<file path="config.mk">
export PLATFORM = sky130hd
export DESIGN_NAME = storage_arbiter
export DESIGN_NICKNAME = d
export VERILOG_FILES = /design/src/rtl/storage_arb_pkg.sv /design/src/rtl/arb_pick3.sv /design/src/rtl/storage_arbiter.sv
export SDC_FILE = /design/constraint.sdc
export NUM_CORES = 1
export LEC_CHECK = 0
export CORE_MARGIN = 8
export CORE_UTILIZATION = 32
export CTS_CLUSTER_DIAMETER = 100
export DETAILED_ROUTE_END_ITERATION = 10
export GPL_TIMING_DRIVEN = 0
export PLACE_DENSITY_LB_ADDON = 0.1
export SKIP_LAST_GASP = 1
export SYNTH_ARGS = -nofsm -noshare
export SYNTH_HDL_FRONTEND = slang
export SYNTH_SLANG_ARGS = --single-unit
</file>
<file path="constraint.sdc">
create_clock -name clk -period 2.4 [get_ports clk]
set_input_delay 0.48 -clock clk [delete_from_list [all_inputs] [get_ports clk]]
set_output_delay 0.48 -clock clk [all_outputs]
set_load 0.005 [all_outputs]
</file>
<file path="src/rtl/storage_arb_pkg.sv">
// Shared types and defaults for the Matrix_storage arbiter.
// Owner ids double as requester bit indices.
package storage_arb_pkg;

    localparam int unsigned ADDR_W_DEF = 9;
    localparam int unsigned DATA_W_DEF = 32;
    localparam int unsigned N_REQ      = 3;

    typedef enum logic [1:0] {
        OWN_INPUT = 2'd0,
        OWN_DISP  = 2'd1,
        OWN_CALC  = 2'd2,
        OWN_NONE  = 2'd3
    } owner_e;

    typedef enum logic {
        S_IDLE,
        S_OWN
    } state_e;

    function automatic logic [N_REQ-1:0] owner_onehot(input owner_e owner);
        logic [N_REQ-1:0] oh;
        oh = '0;
        unique case (owner)
            OWN_INPUT: oh = 3'b001;
            OWN_DISP:  oh = 3'b010;
            OWN_CALC:  oh = 3'b100;
            default:   oh = '0;
        endcase
        return oh;
    endfunction

endpackage

</file>
<file path="src/rtl/arb_pick3.sv">
// Combinational winner select among three requesters.
// STORAGE_ARB_RR_EN selects round-robin; otherwise fixed priority calc > input > display.
module arb_pick3
    import storage_arb_pkg::*;
(
    input  logic [N_REQ-1:0] req_i,
    input  owner_e           last_owner_i,
    output owner_e           winner_o
);

`ifdef STORAGE_ARB_RR_EN
    logic [1:0] start;

    always_comb begin
        start    = 2'd0;
        winner_o = OWN_NONE;
        unique case (last_owner_i)
            OWN_INPUT: start = 2'd1;
            OWN_DISP:  start = 2'd2;
            default:   start = 2'd0;
        endcase
        // Walk the search order backwards so the earliest match is written last.
        for (int i = N_REQ - 1; i >= 0; i--) begin
            int idx;
            idx = (int'(start) + i) % N_REQ;
            if (req_i[idx]) begin
                winner_o = owner_e'(2'(idx));
            end
        end
    end
`else
    logic unused_last_owner;
    assign unused_last_owner = ^last_owner_i;

    always_comb begin
        winner_o = OWN_NONE;
        if (req_i[OWN_CALC]) begin
            winner_o = OWN_CALC;
        end else if (req_i[OWN_INPUT]) begin
            winner_o = OWN_INPUT;
        end else if (req_i[OWN_DISP]) begin
            winner_o = OWN_DISP;
        end
    end
`endif

endmodule

</file>
<file path="src/rtl/storage_arbiter.sv">
// Req/gnt arbiter sharing the single-port Matrix_storage between input, display and calc.
// Define STORAGE_ARB_RR_EN for round-robin selection instead of fixed priority.
module storage_arbiter
    import storage_arb_pkg::*;
#(
    parameter int unsigned ADDR_W    = ADDR_W_DEF,
    parameter int unsigned DATA_W    = DATA_W_DEF,
    parameter int unsigned MAX_BURST = 16
) (
    input  logic                      clk,
    input  logic                      rst,
    input  logic [N_REQ-1:0]          i_req,
    input  logic [N_REQ-1:0]          i_lock,
    input  logic [N_REQ-1:0]          i_we,
    input  logic [N_REQ*ADDR_W-1:0]   i_addr,
    input  logic [N_REQ*DATA_W-1:0]   i_wdata,
    output logic [N_REQ-1:0]          o_gnt,
    output logic [N_REQ-1:0]          o_rvalid,
    output logic [DATA_W-1:0]         o_rdata,
    output logic                      o_busy,
    output logic                      o_mem_we,
    output logic [ADDR_W-1:0]         o_mem_addr,
    output logic [DATA_W-1:0]         o_mem_wdata,
    input  logic [DATA_W-1:0]         i_mem_rdata
);

    localparam int unsigned CntW = (MAX_BURST > 1) ? $clog2(MAX_BURST) : 1;
    localparam logic [CntW-1:0] BurstLast = CntW'(MAX_BURST - 1);

    state_e            state_q, state_d;
    owner_e            owner_q, owner_d;
    logic [CntW-1:0]   burst_q, burst_d;
    logic [ADDR_W-1:0] addr_q, addr_d;
    logic [DATA_W-1:0] wdata_q, wdata_d;
    logic [N_REQ-1:0]  rvalid_q, rvalid_d;

    owner_e           winner, pick_last;
    logic [N_REQ-1:0] own_oh;
    logic [1:0]       own_idx;
    logic             own_req, own_lock, own_we, others_req;

    assign own_oh     = owner_onehot(owner_q);
    assign own_idx    = (owner_q == OWN_NONE) ? 2'd0 : 2'(owner_q);
    assign own_req    = |(i_req & own_oh);
    assign own_lock   = |(i_lock & own_oh);
    assign own_we     = |(i_we & own_oh);
    assign others_req = |(i_req & ~own_oh);

    arb_pick3 u_pick (
        .req_i        (i_req),
        .last_owner_i (pick_last),
        .winner_o     (winner)
    );

`ifdef STORAGE_ARB_RR_EN
    // Pointer holds the id the next search starts from.
    logic [1:0] rr_ptr_q, rr_ptr_d;

    assign pick_last = (rr_ptr_q == 2'd0) ? OWN_CALC : owner_e'(rr_ptr_q - 2'd1);

    always_comb begin
        rr_ptr_d = rr_ptr_q;
        if (state_q == S_IDLE && winner != OWN_NONE) begin
            rr_ptr_d = (winner == OWN_CALC) ? 2'd0 : 2'(winner) + 2'd1;
        end
    end

    always_ff @(posedge clk or posedge rst) begin
        if (rst) begin
            rr_ptr_q <= 2'd0;
        end else begin
            rr_ptr_q <= rr_ptr_d;
        end
    end
`else
    assign pick_last = OWN_NONE;
`endif

    always_comb begin
        state_d     = state_q;
        owner_d     = owner_q;
        burst_d     = burst_q;
        addr_d      = addr_q;
        wdata_d     = wdata_q;
        rvalid_d    = '0;
        o_mem_we    = 1'b0;
        o_mem_addr  = addr_q;
        o_mem_wdata = wdata_q;
        unique case (state_q)
            S_IDLE: begin
                burst_d = '0;
                if (winner != OWN_NONE) begin
                    state_d = S_OWN;
                    owner_d = winner;
                end
            end
            S_OWN: begin
                if (!own_req) begin
                    state_d = S_IDLE;
                    owner_d = OWN_NONE;
                    burst_d = '0;
                end else begin
                    o_mem_we    = own_we;
                    o_mem_addr  = i_addr[ADDR_W*int'(own_idx) +: ADDR_W];
                    o_mem_wdata = i_wdata[DATA_W*int'(own_idx) +: DATA_W];
                    addr_d      = o_mem_addr;
                    wdata_d     = o_mem_wdata;
                    rvalid_d    = own_we ? '0 : own_oh;
                    if (!own_lock && others_req && burst_q == BurstLast) begin
                        state_d = S_IDLE;
                        owner_d = OWN_NONE;
                        burst_d = '0;
                    end else if (!own_lock && burst_q != BurstLast) begin
                        burst_d = burst_q + 1'b1;
                    end
                end
            end
            default: begin
                state_d = S_IDLE;
                owner_d = OWN_NONE;
            end
        endcase
    end

    always_ff @(posedge clk or posedge rst) begin
        if (rst) begin
            state_q  <= S_IDLE;
            owner_q  <= OWN_NONE;
            burst_q  <= '0;
            addr_q   <= '0;
            wdata_q  <= '0;
            rvalid_q <= '0;
        end else begin
            state_q  <= state_d;
            owner_q  <= owner_d;
            burst_q  <= burst_d;
            addr_q   <= addr_d;
            wdata_q  <= wdata_d;
            rvalid_q <= rvalid_d;
        end
    end

    assign o_gnt    = (state_q == S_OWN) ? own_oh : '0;
    assign o_busy   = (state_q == S_OWN);
    assign o_rvalid = rvalid_q;
    assign o_rdata  = i_mem_rdata;

endmodule
</file>
Word level (Yosys, flattened, before mapping)

Index checks and enable logic that the tools add are counted.

Add/subtract/negate cells: 1
Multipliers: 1
Divide/modulo/power cells: 0
Magnitude comparators: 0
Equal/unequal tests: 9
Shift-type cells: 2
Multiplexer cells: 27
Bitwise operators: 6
Reduce and logical (&&, ||, !) cells: 10

Operator list:

| operator                                         | number |
|---|---|
| indexed part select 96 x 8 -> 32 bit             | 1 |
| 2-to-1 mux 32 bit                                | 2 |
| indexed part select 27 x 7 -> 9 bit              | 1 |
| 2-to-1 mux 9 bit                                 | 2 |
| 2-to-1 mux 2 bit                                 | 7 |
| AND 3 bit                                        | 4 |
| 2-to-1 mux 3 bit                                 | 4 |
| 2-to-1 mux 4 bit                                 | 3 |
| OR reduction 3 bit                               | 4 |
| case mux 3 bit (3 select lines)                  | 1 |
| case mux 4 bit (2 select lines)                  | 1 |
| multiplier 4 x 2 -> 6 bit (first input constant) | 1 |
| 2-to-1 mux 1 bit                                 | 5 |
| adder 4 x 1 -> 4 bit (second input constant)     | 1 |
| == test 2 bit (second input constant)            | 2 |
| == test 4 bit (second input constant)            | 1 |
| != test 2 bit (second input constant)            | 2 |
| != test 4 x 2 -> 1 bit (second input constant)   | 1 |
| != test 4 bit (second input constant)            | 1 |
| case mux 2 bit (2 select lines)                  | 1 |
| logical AND 1 bit                                | 3 |
| != test 3 x 2 -> 1 bit (second input constant)   | 1 |
| NOT 3 bit                                        | 1 |
| == test 2 x 1 -> 1 bit (second input constant)   | 1 |
| other kinds (5)                                  | 5 |

Bits in registers: 51
Bits in latches: 0
Memory bits (writable): 0
Memory bits (read-only): 0
Input bits: 166
Output and inout bits: 81
Word-level logic and storage cells: 62
Memories: 0

Depth between registers and ports, before layout

Word-level depth: 10
Gate-level depth with buffers: 8
Mapped depth without buffers: 4

Hierarchy

A second synthesis with hierarchy kept.

Cell total of the unflattened synthesis: 417
Area, all modules: 3668.5 um^2

Modules (own cells, without submodules):

| module          | times used | cells an instance | area an instance (um^2) | sequential area each (um^2) |
|---|---|---|---|---|
| storage_arbiter | 1          | 415               | 3657.3                  | 1278.7 |
| arb_pick3       | 1          | 2                 | 11.3                    | 0.0 |

Worst setup path after synthesis

No wires, ideal clock.

Path type: flip-flop to output port
From: register owner_q[0]
To: output port o_mem_wdata[30]
Arrival time: 1.649 ns
Required time: 1.920 ns
Slack: 0.271 ns
Cell stages (with the launch flop): 8
Path buffers: 4
Path through: dfstp_2 buf_6 buf_6 buf_4 buf_2 mux2i_1 a21oi_1 mux2_1

Word-level cells in the longest chain between the ends: 6
Elaborated cells on any way between the ends: 11
Those cells by class: eq/ne: 3; shift: 1; mux: 4; bitwise: 1; reduce/logical: 2

Ends and longest elaborated chain:

| element                                                                      | RTL line               | RTL |
|---|---|---|
| start: declaration                                                           | storage_arbiter.sv:31  | `owner_e owner_q, owner_d;` |
| start signal: assignment                                                     | storage_arbiter.sv:135 | `owner_q <= owner_d;` |
| branches (longest 4 deep; another with indexed part select 96 x 8 -> 32 bit) | --                     |  |
| 2-to-1 mux 32 bit (*)                                                        | storage_arbiter.sv:98  | `if (!own_req) begin` |
| 2-to-1 mux 32 bit (*)                                                        | storage_arbiter.sv:89  | `unique case (state_q)` |
| end: declaration                                                             | storage_arbiter.sv:23  | `output logic [DATA_W-1:0] o_mem_wdata,` |

Every way passes the cells marked *.

Worst setup path after layout

From: register owner_q[0]
To: output port o_mem_wdata[18]

The elaborated chain is that of the path after synthesis.

==> impl_metrics.tcl <==
set metrics [dict create \
    drive_above_1_share_pct 37.17 \
    timing.rr.end "wdata_q[12]" \
    die_w_um 126.6 \
    cts_tree "done" \
    maxCapViolCount 0 \
    slew_viol_final 0 \
    grt_usage_pct 18.08 \
    antenna_left 0 \
    path_clk_slew_ps 70 \
    drcViolationCount 0 \
    gr-usage-met1_pct 19.94 \
    worstHoldEndpoint "addr_q[1]" \
    synthFlopType "dfrtp_1" \
    gr-total-overflow 0 \
    power_density_mw_per_mm2 1166 \
    avgSynthCellArea_um2 10.61 \
    ir_drop_v 0.0005745 \
    gp_congestion 0.7833 \
    crit_path_cell_trace "buf_8 -> mux2i_4 -> o2bb2ai_4 -> nand2_4 -> buf_12 -> buf_12 -> buf_8 -> mux2_4 -> buf_6" \
    final_cell_mix "clkdlybuf4s50_1, buf_4, buf_6" \
    clock-sinks 51 \
    rrSetupSlack_ps 270 \
    final_nets 817 \
    grt_pass1_vias 4461 \
    grt_setup_unrepaired "yes" \
    period_share_pct 111.3 \
    grt_use_met2_pct 32.89 \
    tightestPinTransition_ps 532.8 \
    final_common_cell "clkdlybuf4s50_1" \
    hpwl_um 11060 \
    dr.pass1.iters 4 \
    cts.htree.levels 2 \
    cts_buffer_depth 2 \
    outcome "finished, violations left" \
    crit_required_ps 1920 \
    cts_buffers 5 \
    synth-seq-cells 51 \
    synthDistinctLibCells 39 \
    ys_warn_count 0 \
    reg2regPathDepth 10 \
    seq_area_frac_synth_pct 32.66 \
    hp-class "register to register" \
    grtUsageMet3_pct 6.116 \
    synth_fp_nets 536 \
    grt_max_degree 30 \
    cp-end-kind "output pin" \
    p_leak_nw 3.428 \
    die_y_um 126.6 \
    start_util_pct 32.73 \
    crit_path_start_kind "register" \
    cts-root-buf "clkbuf_16" \
    syn_inst 369 \
    io_buffers 214 \
    worst_ep_arrival_time_ps 2190 \
    coreArea_mm2 0.01196 \
    routed_via_density 4.940 \
    antenna_cells 0 \
    cpPeakStageDelay_ps 540 \
    routed_wl_um 15110 \
    drt-initial-drc-count 109 \
    max_slew_margin_pct 64.48 \
    min_path_cells 1 \
    hold_viol 0 \
    violations "setup timing" \
    crit_slowest_cell "dfstp_2" \
    crit_type "register to output pin" \
    async_reset_ff_share_pct 100.0 \
    antenna_found_initial 0 \
    tns_ps -8581 \
    io_pins 247 \
    fin_skew_ps 4.609 \
    pre_cts_slack_ps -669.3 \
    layout_setup_ws_ps -272.1 \
    fp.dieArea_mm2 0.01603 \
    setup_viol_count_final 41 \
    crit_fanout 6 \
    r2r-start "owner_q[0]" \
    fillers 1003 \
    grt_pass1_wl_um 23540 \
    fmax_ghz 0.3742 \
    synth_edf_count 0 \
    grt.busiest_layer "met2" \
    hp-start "addr_q[1]" \
    min_period_ps 2672 \
    clk_latency_ps 290 \
    area_growth_syn_to_layout_pct 90.41 \
    num_vias 3942 \
    row_count 40 \
    wl_per_cell_um 18.94 \
    syn_area_mm2 0.003915 \
]
[flip-flops by register name, indices dropped and copies added (netlist names)]
register	cells
burst_q	4
addr_q	9
o_busy	1
o_rvalid	3
owner_q	2
wdata_q	32
[worst max-delay path: cells and delay by family (launching register included)]
family / cells / cell delay (ps)
buffers and inverters: 5 / 620
muxes: 2 / 560
DFF: 1 / 540
AOI/OAI and AO/OA: 1 / 100
and+or+nand+nor: 1 / 80
[cell families (layout without fill, tap and decap cells)]
logic type                 after synthesis  after routing  share of synthesized area, %
adders and majority gates                1              1                        0.3195
muxes                                   87             87                         27.39
DFF                                     51             51                         32.66
buffers and inverters                   65            347                         11.63
and+or+nand+nor                         68             68                         11.12
AOI/OAI and AO/OA                       97             97                         16.87
[cell type report]
| type | instances | area (um2) | share of cell area, % |
|---|---|---|---|
| buffer | 59 | 606.8 | 8.140 |
| clock buffer | 5 | 125.1 | 1.678 |
| clock inverter | 3 | 67.56 | 0.9063 |
| inverter | 2 | 7.507 | 0.1007 |
| multi-input combinational | 253 | 2291 | 30.73 |
| sequential | 51 | 1279 | 17.15 |
| tap | 147 | 183.9 | 2.467 |
| timing repair buffer | 278 | 2894 | 38.82 |
[routing by layer]
layer / vias up / share of wire [%]
met1: 1904 / 40
met4: 0 / 1.2
li1: 1874 / -
met3: 11 / 8.0
met5: - / 0
met2: 153 / 51
[synth_stat cells (all sizes together) (3+ instances only)]
cell type,instances,area [um2]
nor2,5,18.77
nand3,7,35.03
mux2i,46,460.4
a211oi,43,322.8
nor2b,30,190.2
mux2,41,611.8
buf,55,417.9
clkbuf,8,30.03
and2b,12,90.09
dfrtp,49,1226
nor3,3,20.02
a21oi,42,210.2
[power by group]
part / internal [mW] / switching (mW) / leakage [nW]
clock network: 0.598 / 0.329 / 0.0900
logic: 3.94 / 2.42 / 2.73
registers: 1.27 / 0.137 / 0.608
[metrics by stage]
stage                     power (mW)  hold slack, ps  cells  area, um2  util [%]
after floorplan                4.028           476.5    369       3915         -
after global placement         5.977           474.7    730       6241     52.18
after detailed placement       6.031           476.9    731       6261     52.34
after CTS                      8.523           494.3    792       7335     61.32
after global routing           9.218           513.8    798       7455     62.32
final                          8.691           499.6    798       7455     62.32
[how the worst max path moves through the flow]
| stage | from | to | slack (ps) | depth (start not counted) |
|---|---|---|---|---|
| detailed placement | i_req[1] | o_mem_wdata[29] | -670 | 7 |
| finish | owner_q[0] | o_mem_wdata[18] | -270 | 9 |
| CTS | owner_q[0] | o_mem_wdata[29] | -320 | 10 |
| global placement | i_req[1] | o_mem_wdata[29] | -650 | 7 |
| floorplan | owner_q[0] | o_mem_wdata[30] | 270 | 7 |
| global route | owner_q[0] | o_mem_wdata[9] | -330 | 10 |
[repair_timing]
action,in CTS,in global routing
pin swaps,11,20
setup endpoints to repair,44,43
resized for setup,291,32
hold buffers,0,0
gates cloned,6,1
setup buffers,48,10
(Power assumes the default switching activity.)
